--- src/rtl/fifo_pkg.sv ---
// Shared constants and helpers for the parametrised synchronous FIFO family.
package fifo_pkg;

  localparam int FIFO_MODE_REG  = 0;
  localparam int FIFO_MODE_FWFT = 1;

  // Pointers carry one extra wrap bit above the address bits.
  function automatic int fifo_ptr_w(input int depth);
    return $clog2(depth) + 1;
  endfunction

endpackage

--- src/rtl/fifo_ram.sv ---
// DEPTH x DW storage array: one synchronous write port, one asynchronous read port.
module fifo_ram #(
  parameter int DW    = 8,
  parameter int DEPTH = 16,
  parameter int AW    = 4
) (
  input  logic          clk,
  input  logic          we,
  input  logic [AW-1:0] waddr,
  input  logic [DW-1:0] wdata,
  input  logic [AW-1:0] raddr,
  output logic [DW-1:0] rdata
);

  logic [DW-1:0] mem [DEPTH];

  always_ff @(posedge clk) begin
    if (we) mem[waddr] <= wdata;
  end

  assign rdata = mem[raddr];

endmodule

--- src/rtl/fifo_sync_param.sv ---
// Parametrised single-clock FIFO with programmable almost levels, sticky error
// flags, synchronous flush and optional first-word-fall-through read port.
module fifo_sync_param
  import fifo_pkg::*;
#(
  parameter int DW       = 8,
  parameter int DEPTH    = 16,
  parameter int AF_LEVEL = DEPTH - 2,
  parameter int AE_LEVEL = 2,
  parameter int FWFT     = FIFO_MODE_REG
) (
  input  logic                          clk,
  input  logic                          rst_n,
  input  logic                          clr,
  input  logic                          en_w,
  input  logic [DW-1:0]                 data_w,
  input  logic                          en_r,
  output logic [DW-1:0]                 data_r,
  output logic                          full,
  output logic                          empty,
  output logic                          almost_full,
  output logic                          almost_empty,
  output logic [fifo_ptr_w(DEPTH)-1:0]  count,
  output logic                          overflow,
  output logic                          underflow
);

  localparam int AW = $clog2(DEPTH);
  localparam logic [AW:0] PTR_ONE = {{AW{1'b0}}, 1'b1};
  localparam logic [AW:0] AF_LVL  = AF_LEVEL[AW:0];
  localparam logic [AW:0] AE_LVL  = AE_LEVEL[AW:0];

  logic [AW:0]   wptr_q, wptr_d;
  logic [AW:0]   rptr_q, rptr_d;
  logic          ovf_q, ovf_d;
  logic          unf_q, unf_d;
  logic [AW:0]   count_w;
  logic          full_w, empty_w;
  logic          wr_acc, rd_acc;
  logic [DW-1:0] ram_rdata;

  assign count_w = wptr_q - rptr_q;
  assign empty_w = (wptr_q == rptr_q);
  assign full_w  = (wptr_q[AW] != rptr_q[AW]) && (wptr_q[AW-1:0] == rptr_q[AW-1:0]);

  // Acceptance uses start-of-cycle status only: no write-through on full and
  // no read-through on empty, and a flush masks both requests.
  assign wr_acc = en_w & ~full_w  & ~clr;
  assign rd_acc = en_r & ~empty_w & ~clr;

  always_comb begin
    wptr_d = wptr_q;
    rptr_d = rptr_q;
    ovf_d  = ovf_q;
    unf_d  = unf_q;
    if (clr) begin
      wptr_d = '0;
      rptr_d = '0;
      ovf_d  = 1'b0;
      unf_d  = 1'b0;
    end else begin
      if (wr_acc) wptr_d = wptr_q + PTR_ONE;
      if (rd_acc) rptr_d = rptr_q + PTR_ONE;
      if (en_w && full_w)  ovf_d = 1'b1;
      if (en_r && empty_w) unf_d = 1'b1;
    end
  end

  always_ff @(posedge clk or negedge rst_n) begin
    if (!rst_n) begin
      wptr_q <= '0;
      rptr_q <= '0;
      ovf_q  <= 1'b0;
      unf_q  <= 1'b0;
    end else begin
      wptr_q <= wptr_d;
      rptr_q <= rptr_d;
      ovf_q  <= ovf_d;
      unf_q  <= unf_d;
    end
  end

  fifo_ram #(
    .DW    (DW),
    .DEPTH (DEPTH),
    .AW    (AW)
  ) u_ram (
    .clk   (clk),
    .we    (wr_acc),
    .waddr (wptr_q[AW-1:0]),
    .wdata (data_w),
    .raddr (rptr_q[AW-1:0]),
    .rdata (ram_rdata)
  );

  // Registered mode keeps the last word popped, even across a flush;
  // fall-through mode shows the head word directly and zero when empty.
  if (FWFT == FIFO_MODE_REG) begin : g_reg
    logic [DW-1:0] rdata_q, rdata_d;

    always_comb begin
      rdata_d = rdata_q;
      if (rd_acc) rdata_d = ram_rdata;
    end

    always_ff @(posedge clk or negedge rst_n) begin
      if (!rst_n) rdata_q <= '0;
      else        rdata_q <= rdata_d;
    end

    assign data_r = rdata_q;
  end else begin : g_fwft
    assign data_r = empty_w ? '0 : ram_rdata;
  end

  assign full         = full_w;
  assign empty        = empty_w;
  assign count        = count_w;
  assign almost_full  = (count_w >= AF_LVL);
  assign almost_empty = (count_w <= AE_LVL);
  assign overflow     = ovf_q;
  assign underflow    = unf_q;

endmodule

--- config.mk ---
export PLATFORM = sky130hd
export DESIGN_NAME = fifo_sync_param
export DESIGN_NICKNAME = d
export VERILOG_FILES = /design/src/rtl/fifo_pkg.sv /design/src/rtl/fifo_ram.sv /design/src/rtl/fifo_sync_param.sv
export SDC_FILE = /design/constraint.sdc
export NUM_CORES = 1
export LEC_CHECK = 0
export CAP_MARGIN = 30
export CORE_MARGIN = 2
export CORE_UTILIZATION = 57
export CTS_CLUSTER_DIAMETER = 200
export DETAILED_ROUTE_END_ITERATION = 6
export HOLD_SLACK_MARGIN = 0.06
export PLACE_DENSITY_LB_ADDON = 0.25
export SYNTH_ARGS = -nofsm -noshare
export SYNTH_HDL_FRONTEND = slang
export SYNTH_HIERARCHICAL = 1
export SYNTH_SLANG_ARGS = --single-unit
--- constraint.sdc ---
create_clock -name clk -period 3.21 [get_ports clk]
set_input_delay 0.321 -clock clk [delete_from_list [all_inputs] [get_ports clk]]
set_output_delay 0.321 -clock clk [all_outputs]
set_load 0.02 [all_outputs]
==> flow_metrics.py <==
metrics = {
    "status": {
        "outcome": "finished clean",
    },
    "yosys": {
        "ys_warn_count": 6,
        "syn-cell-area_um2": 6036,
        "synth_area_per_cell_um2": 18.92,
        "synthCells": 319,
        "yosysSeqAreaShare_pct": 71.97,
        "synth_edf_count": 128,
        "yosys.area.top_type": "edfxtp_1",
        "ys_top_cells_by_count": "128 x edfxtp_1, 23 x nor2_1, 20 x dfrtp_1",
        "synth_most_common_cell": "edfxtp_1",
        "synth_ff_type": "edfxtp_1",
        "async_flop_share_pct": 13.51,
        "synth.area.top_cells": "edfxtp_1 64%, dfrtp_1 8.3%, mux4_2 6.7%",
        "synth_nets": 339,
        "synth.distinct_cells": 41,
        "synth_top_area_share_pct": 63.68,
        "ys_seq_elements": 148,
    },
    "floorplanning": {
        "core_um2": 10320,
        "die-area_um2": 11430,
        "die_width_um": 106.9,
        "io_pins": 32,
        "die_h_um": 106.9,
        "start_util_pct": 58.47,
        "rows": 37,
    },
    "clocking": {
        "clk_pin_slew_ns": 0.07,
        "cts.sinks": 148,
        "htreeDepth": 4,
        "clk_latency_ns": 0.53,
        "clock_path_buffers": 2,
        "cts_made_buffers": 17,
        "cts_tree": "done",
        "cts_root_buffer": "clkbuf_8",
        "postCtsSetupBuffers": 0,
    },
    "cells_and_area": {
        "num-fill-cells": 629,
        "drive_gt1_share_pct": 21.88,
        "final_cells": 529,
        "nets": 400,
        "insertedDiodeCount": 0,
        "synthToLayoutAreaGrowth_pct": 20.00,
    },
    "power": {
        "powerDensity_nw_per_um2": 714.1,
        "ir_drop_mv": 0.5972,
        "cellLeakagePower_uw": 0.002500,
    },
    "detailed_routing": {
        "wl_per_cell_um": 22.21,
        "drt_iter0_markers": 209,
        "viasPerCell": 6.000,
        "routed_wl_um": 11750,
        "drtAntennaViolNets": 0,
        "drc": 0,
        "dr.pass1.iters": 5,
        "vias": 3174,
    },
    "min_path": {
        "worstHoldStart": "en_w",
        "hold_path.class": "input pin to flop",
    },
    "sta": {
        "slew_viol_final": 0,
        "hold_violations": 0,
        "setup_viol": 0,
        "rsz0062_at_grt": "no",
        "max_freq_mhz": 330.2,
        "maxSlewHeadroom_pct": 50.10,
        "worstMarginPinSlew_ns": 0.7469,
        "setup_tns_ns": 0,
        "min_period_over_period_pct": 94.35,
        "fin_crit_ns": 3.029,
        "skew_ns": 0.008819,
        "whs_ns": 0.4842,
    },
    "placed_design": {
        "numPlacedInstances": 495,
        "gp_routability_congestion": 0.8674,
        "hpwlAfterDp_um": 7176,
        "io_buffers": 31,
    },
    "global_route": {
        "track_usage_pct": 22.77,
        "grt_pass1_vias": 3155,
        "antenna_found_initial": 0,
        "grt_overflow": 0,
        "grt_first_pass_wirelength_um": 18130,
        "grt_max_degree": 36,
    },
    "worst_setup_path": {
        "crit_path_max_fanout": 9,
        "startpoint": "rptr_q[2]",
        "r2r_start": "rptr_q[2]",
        "reg2reg_slack_ns": 0.30,
        "end_kind": "primary output",
        "start_kind": "flop",
        "path_class": "flop to primary output",
        "worstPathArrival_ns": 2.71,
        "required_ns": 2.89,
    },
    "flow_run": {
        "drv_cap": 0,
    },
}
-- state kept, by name (all words and copies together) (netlist names) --
signal and count:
data_r 8, u_ram/mem 128, rptr_q 5, wptr_q 5, overflow 1, underflow 1
-- layout make-up --
| type | instances | area, um2 | area share [%] |
|---|---|---|---|
| Clock buffer | 19 | 421.7 | 5.821 |
| Clock inverter | 13 | 196.4 | 2.712 |
| Timing Repair Buffer | 54 | 501.7 | 6.927 |
| Sequential cell | 148 | 4345 | 59.99 |
| Inverter | 6 | 22.52 | 0.3109 |
| Tap cell | 136 | 170.2 | 2.349 |
| Multi-Input combinational cell | 153 | 1585 | 21.89 |
-- worst max-delay path, stage by stage (launching register included) --
cell	delay, ns
dfrtp_1	0.48
inv_1	0.08
ha_1	0.37
nand2_1	0.07
o21ai_0	0.23
xor2_1	0.29
clkdlybuf4s50_1	0.66
-- power breakdown --
group,internal [uW],switching [uW]
registers,2170,37.7
logic,440,466
clock network,1280,784
-- metal layers --
metal / GRT usage, % / vias up / share of wire (%)
met5: 0 / - / 0
met4: 7.421 / 0 / 0.92
met3: 5.350 / 12 / 6.0
met2: 34.80 / 118 / 49
met1: 33.07 / 1618 / 44
li1: - / 1426 / -
-- timing repair --
action                                 in CTS  in global routing
endpoints found under the hold margin       0                  1
setup endpoints to repair                   2                  3
hold buffers                                0                  1
resized for setup                           3                  6
-- per-stage QoR --
stage                     worst slack, ns  power, uW  util [%]  area [um2]
after detailed placement           0.2493       3147     63.74        6580
after floorplan                   0.07380       2815         -        6036
final                              0.1814       5173     70.16        7243
after CTS                         0.01646       5198     69.70        7196
after global placement             0.3864       3128     63.74        6580
after global routing              0.01135       5350     70.16        7243
-- placed cells by master, fill, tap and decap left out, types with 2 or more instances in the layout --
| cell | count |
|---|---|
| xnor2_1 | 3 |
| a21oi_1 | 9 |
| o31ai_1 | 2 |
| clkdlybuf4s50_1 | 28 |
| clkbuf_1 | 2 |
| clkbuf_16 | 16 |
| or4_1 | 2 |
| mux2_2 | 8 |
| mux4_1 | 14 |
| a22oi_1 | 16 |
| nand3_1 | 2 |
| nor2_2 | 2 |
| nand2_1 | 14 |
| nand3b_1 | 2 |
| o21ai_0 | 5 |
| nor3_1 | 4 |
| buf_4 | 21 |
| bufinv_16 | 4 |
| mux2i_1 | 2 |
| edfxtp_1 | 128 |
| xor2_1 | 5 |
| nand2b_1 | 2 |
| or3_1 | 2 |
| clkinv_4 | 3 |
| inv_6 | 4 |
| nor2_1 | 21 |
| ha_1 | 6 |
| dfrtp_1 | 19 |
| mux4_2 | 18 |
| inv_1 | 6 |
-- final timing paths --
check / to / cells past startpoint
hold / removal: overflow / 3
setup / recovery: count[3] / 6
setup reg to reg: u_ram/mem[0][3] / 9
hold reg to reg: overflow / 2
min in group asynchronous: wptr_q[2] / 2
max in group asynchronous: rptr_q[0] / 3
-- cell families after synthesis --
logic type                 share of synthesized area [%]
xor gates and xnor gates                           1.161
AOI/OAI and AO/OA                                  4.084
DFF                                                71.97
adders and majority gates                          1.575
and+or+nand+nor                                    4.623
muxes                                              14.64
buffers and inverters                              1.949
(Power assumes the default switching activity.)
